`src/rtl/commit_trace_writer.sv`:
```
// Commit trace writer: captures dual-channel writeback commits into a record FIFO and drains them.
// Optional build macro TRACE_EXC_FILTER_EN drops commits whose PC lies in 0xbfc00380..0xbfc00387.
module commit_trace_writer #(
    parameter int unsigned FIFO_DEPTH = 8,
    parameter logic [31:0] END_PC     = 32'hbfc00100
) (
    input  logic        clk,
    input  logic        resetn,
    input  logic        trace_open,
    input  logic        wb0_en,
    input  logic [4:0]  wb0_rd,
    input  logic [31:0] wb0_wdata,
    input  logic [31:0] wb0_pc,
    input  logic        wb1_en,
    input  logic [4:0]  wb1_rd,
    input  logic [31:0] wb1_wdata,
    input  logic [31:0] wb1_pc,
    output logic        in_ready,
    output logic        rec_valid,
    input  logic        rec_ready,
    output logic [31:0] rec_pc,
    output logic [4:0]  rec_wnum,
    output logic [31:0] rec_wdata,
    output logic        rec_flag,
    output logic        overflow,
    output logic [31:0] rec_count,
    output logic        done
);

    localparam int unsigned AW       = $clog2(FIFO_DEPTH);
    localparam logic [AW:0] NearFull = (AW+1)'(FIFO_DEPTH - 1);

    typedef enum logic [1:0] {StIdle, StRun, StDone} state_e;

    typedef struct packed {
        logic [31:0] pc;
        logic [4:0]  wnum;
        logic [31:0] wdata;
        logic        flag;
    } rec_t;

    state_e      state_q, state_d;
    logic [AW:0] wr_ptr_q, wr_ptr_d, rd_ptr_q, rd_ptr_d;
    logic        overflow_q, overflow_d;
    logic [31:0] count_q, count_d;
    rec_t        mem_q [FIFO_DEPTH];

    logic          filt0, filt1, take0, take1, end0, end1;
    logic          capture, fits, do_push, pop, empty, full;
    logic [1:0]    push_cnt;
    logic [AW:0]   used;
    logic [AW-1:0] widx0, widx1;
    rec_t          rec0, rec1, head;

`ifdef TRACE_EXC_FILTER_EN
    assign filt0 = (wb0_pc[31:3] == {28'hbfc0038, 1'b0});
    assign filt1 = (wb1_pc[31:3] == {28'hbfc0038, 1'b0});
`else
    assign filt0 = 1'b0;
    assign filt1 = 1'b0;
`endif

    always_comb begin
        empty    = (wr_ptr_q == rd_ptr_q);
        full     = (wr_ptr_q[AW] != rd_ptr_q[AW]) && (wr_ptr_q[AW-1:0] == rd_ptr_q[AW-1:0]);
        used     = wr_ptr_q - rd_ptr_q;
        in_ready = !full && (used != NearFull);

        capture  = (state_q == StRun) && trace_open;
        take0    = wb0_en && !filt0;
        end0     = take0 && (wb0_pc == END_PC);
        // A terminating PC on channel 0 ends the trace, so channel 1 of that cycle is dropped.
        take1    = wb1_en && !filt1 && !end0;
        end1     = take1 && (wb1_pc == END_PC);
        push_cnt = {1'b0, take0} + {1'b0, take1};

        // All-or-nothing: a cycle's records are pushed only if every one of them fits.
        fits     = (push_cnt == 2'd2) ? in_ready : ((push_cnt == 2'd1) ? !full : 1'b1);
        do_push  = capture && fits && (push_cnt != 2'd0);
        pop      = !empty && rec_ready;

        widx0    = wr_ptr_q[AW-1:0];
        widx1    = widx0 + {{(AW-1){1'b0}}, take0};
        rec0     = '{pc: wb0_pc, wnum: wb0_rd, wdata: wb0_wdata, flag: trace_open};
        rec1     = '{pc: wb1_pc, wnum: wb1_rd, wdata: wb1_wdata, flag: trace_open};

        wr_ptr_d   = do_push ? (wr_ptr_q + {{(AW-1){1'b0}}, push_cnt}) : wr_ptr_q;
        rd_ptr_d   = rd_ptr_q + {{AW{1'b0}}, pop};
        overflow_d = overflow_q || (capture && !fits);
        count_d    = count_q + {31'b0, pop};

        state_d = state_q;
        case (state_q)
            StIdle: if (trace_open) state_d = StRun;
            StRun: begin
                if (do_push && (end0 || end1)) begin
                    state_d = StDone;
                end else if (!trace_open) begin
                    state_d = StIdle;
                end
            end
            StDone:  state_d = StDone;
            default: state_d = StIdle;
        endcase
    end

    always_ff @(posedge clk or negedge resetn) begin
        if (!resetn) begin
            state_q    <= StIdle;
            wr_ptr_q   <= '0;
            rd_ptr_q   <= '0;
            overflow_q <= 1'b0;
            count_q    <= '0;
        end else begin
            state_q    <= state_d;
            wr_ptr_q   <= wr_ptr_d;
            rd_ptr_q   <= rd_ptr_d;
            overflow_q <= overflow_d;
            count_q    <= count_d;
        end
    end

    // Storage needs no reset: contents are only visible while the pointers say non-empty.
    always_ff @(posedge clk) begin
        if (do_push) begin
            if (take0) mem_q[widx0] <= rec0;
            if (take1) mem_q[widx1] <= rec1;
        end
    end

    assign head      = mem_q[rd_ptr_q[AW-1:0]];
    assign rec_valid = !empty;
    assign rec_pc    = rec_valid ? head.pc    : '0;
    assign rec_wnum  = rec_valid ? head.wnum  : '0;
    assign rec_wdata = rec_valid ? head.wdata : '0;
    assign rec_flag  = rec_valid ? head.flag  : 1'b0;
    assign overflow  = overflow_q;
    assign rec_count = count_q;
    assign done      = (state_q == StDone);

endmodule

```
`config.mk`:
```
export PLATFORM = sky130hd
export DESIGN_NAME = commit_trace_writer
export DESIGN_NICKNAME = d
export VERILOG_FILES = /design/src/rtl/commit_trace_writer.sv
export SDC_FILE = /design/constraint.sdc
export NUM_CORES = 1
export LEC_CHECK = 0
export CORE_MARGIN = 5
export CORE_UTILIZATION = 36
export CTS_CLUSTER_DIAMETER = 40
export DETAILED_ROUTE_END_ITERATION = 10
export PLACE_DENSITY = 0.59
export SETUP_SLACK_MARGIN = 0.05
export SLEW_MARGIN = 20
export SYNTH_ARGS = -nofsm -noshare
export SYNTH_HDL_FRONTEND = slang
export SYNTH_SLANG_ARGS = --single-unit
```
`constraint.sdc`:
```
create_clock -name clk -period 16.9 [get_ports clk]
set_input_delay 1.69 -clock clk [delete_from_list [all_inputs] [get_ports clk]]
set_output_delay 1.69 -clock clk [all_outputs]
set_load 0.01 [all_outputs]
```
==> run_results.csv <==
group,metric,value,unit
place,detailed_place_hpwl,49240,µm
cells_and_area,design.final.nets,2259,
setup_path,worst-path-max-fanout,46,
cts,total_cts_buffers,101,
yosys,post_synth_inst_count,1823,
route,route.final.wire_length,86860,µm
setup_path,cp-start-kind,"flip-flop",
sta,hold_viol,0,
cts,clk_pin_slew_worst_paths,0.06,ns
yosys,seq_area_frac_synth,0.5886,
setup_path,worstPathArrival,5.63,ns
yosys,yosys_most_used_dff,"edfxtp_1",
cells_and_area,layout.core_utilization,0.4523,
yosys,async_flop_share,0.07131,
cells_and_area,most-common-layout-cells,"560 x edfxtp_1, 494 x mux2_2, 248 x clkdlybuf4s50_1",
sta,setup_viol,0,
cts,cts_setup_buffers,0,
sta,finalSetupTns,0,ns
sta,fin_crit_sh,0.4334,
yosys,postSynthAreaPerCell,16.67,µm²
route,vias,17770,
cts,cts_buffer_depth,3,
route,route.antenna.remaining_nets,0,
setup_path,critical_path_capture_point_type,"primary output",
yosys,synthDistinctLibCells,48,
die,fp.dieH,300.6,µm
worst_hold_path,holdCritPathClass,"flip-flop to flip-flop",
grt,grt_antenna_before_repair,16,
die,pin_count,250,
grt,gr-total-overflow,0,
route,remaining_drc_errors,0,
cts,cts-htree-levels,3,
pwr,power.density_cell_area,156.5,nW/µm²
route,via_per_inst,5.330,
place,finalWeightedCongestion,0.7391,
sta,slew_viol_final,0,
cells_and_area,nFillCells,7302,
cells_and_area,area_growth,24.54,%
setup_path,worstPathRequired,15.21,ns
yosys,synth.yosys.warnings,0,
cts,clkLatencyLatePin,0.66,ns
cells_and_area,layout_commonest_cell,"edfxtp_1",
grt,grt_max_degree,55,
setup_path,worst_path_dominant_cell_family,"buffers and inverters",
die,floorplan.die_area,90340,µm²
run,maxCapViolations,0,
die,fp.coreArea,83690,µm²
place,dp_worst_setup_slack,9.908,ns
sta,timing_worst_slew_pin_value,1.057,ns
sta,rsz0062_at_grt,"no",
setup_path,critical-path-slowest-cell,"nor2_4",
cells_and_area,post_route_cells_drive_above_1_share,0.4308,
sta,final.min_clock_period,7.325,ns
cells_and_area,area.sequential,17900,µm²
grt,first_global_vias,19440,
pwr,leakage,12.95,nW
yosys,synthesis.nets,1981,
die,fp-row-count,106,
cts,cts_root_buf,"clkbuf_16",
yosys,mappedNetlistArea,30400,µm²
setup_path,critPathBufInv,3,
yosys,synth-seq-cells,603,
yosys,synth_edf_count,560,
status,run_status,"complete, no violations",
sta,hold_slack_final,0.4689,ns
sta,clock_skew,0.03685,ns
setup_path,critPathMaxStageDelay,0.82,ns
sta,finalWorstSetupSlack,9.575,ns
cts,tritoncts_num_sinks,603,
setup_path,crit_chain,"clkinv_2 > ha_1 > nand3_1 > nor2_4 > buf_4 > a21oi_1 > clkdlybuf4s50_1",
route,detailedRoute.firstIterationViolations,1277,
cts,postCtsHoldBufs,0,
route,wire_per_inst,26.04,µm
cts,tritoncts,"built",
place,io_buffer_count,249,
grt,wire_length_of_the_first_global_routing_pass,128900,µm
sta,slew-limit-headroom,0.2857,
cts,postCtsResizedCells,0,
grt,grt_util_all_layers,0.1905,
route,first_pass_iters,5,
pwr,ir_drop,0.0001041,V
setup_path,path_class,"flip-flop to primary output",
die,die_x,300.6,µm
cells_and_area,multiInputGateArea,11980,µm²
sta,clock.fmax,0.1365,GHz
die,floorplan.initialDensity,0.3632,
pwr,report.power.total,5.924,mW
-- synthesized netlist by cell type (6+ instances only) --
master,n,area share
nor2_1,15,0.0019
xor2_1,14,0.0040
buf_6,6,0.0022
inv_1,14,0.0017
mux2_2,494,0.18
a21oi_1,73,0.012
clkbuf_1,41,0.0051
buf_1,11,0.0014
buf_2,34,0.0056
buf_4,23,0.0057
nand3_1,19,0.0031
nor4_1,9,0.0019
xnor2_1,25,0.0072
mux2_4,60,0.030
ha_1,12,0.0049
nand2_1,162,0.020
and3_1,6,0.0012
nand4_1,13,0.0027
edfxtp_1,560,0.55
o31ai_1,6,0.0015
mux4_2,140,0.10
dfrtp_1,43,0.035
nor3_1,8,0.0013
-- path summary, 6_finish.rpt --
path,from,end,slack [ns],cells after the start
max,rd_ptr_q[2],rec_pc[31],9.58,7
min,rec_count[31],rec_count[31],0.47,1
min in group asynchronous,resetn,rec_count[27],1.03,1
max reg2reg,rd_ptr_q[2],mem_q[1][53],11.52,11
max in group asynchronous,resetn,rd_ptr_q[0],15.40,1
min reg2reg,rec_count[31],rec_count[31],0.47,1
-- cells by family (layout without fill, tap and decap cells) --
family / after synthesis / in the layout / synth area share
muxes: 695 / 695 / 0.3167
DFF: 603 / 603 / 0.5886
and+or+nand+nor: 256 / 256 / 0.03952
buffers and inverters: 130 / 496 / 0.02178
AOI/OAI and AO/OA: 86 / 86 / 0.01585
xor gates and xnor gates: 39 / 39 / 0.01124
adders and majority gates: 14 / 14 / 0.006257
other: 0 / 12 / 0
-- power by group --
group / switching (mW) / internal [mW] / total, mW
clock network: 0.777 / 1.39 / 2.17
logic: 0.961 / 0.895 / 1.86
registers: 0.121 / 1.78 / 1.90
-- flip-flops by register name, indices dropped and copies added, names as in the netlist --
name / flops
rd_ptr_q: 4
rec_count: 32
state_q: 2
overflow: 1
mem_q: 560
wr_ptr_q: 4
-- routing by layer --
layer	up-vias	track usage	part of all wire	wire, µm
li1	7859	-	-	-
met1	9333	0.2524	0.43	37170
met2	460	0.3236	0.50	43390
met3	118	0.03050	0.048	4212
met4	4	0.05945	0.024	2057
met5	-	0	0.00039	34
-- cell type report --
type | instances | area share
multi-input combinational | 1090 | 0.3165
clock buffer | 115 | 0.07209
inverter | 15 | 0.001520
timing repair buffer | 290 | 0.07424
antenna | 12 | 0.0007933
sequential | 603 | 0.4730
clock inverter | 76 | 0.02443
tap | 1134 | 0.03748
-- metrics by stage --
step / std cells / area (µm²)
finish: 3335 / 37850
global placement: 3131 / 34150
floorplan: 1823 / 30400
detailed placement: 3131 / 34150
global route: 3332 / 37850
CTS: 3322 / 37800
(Power assumes the default switching activity.)
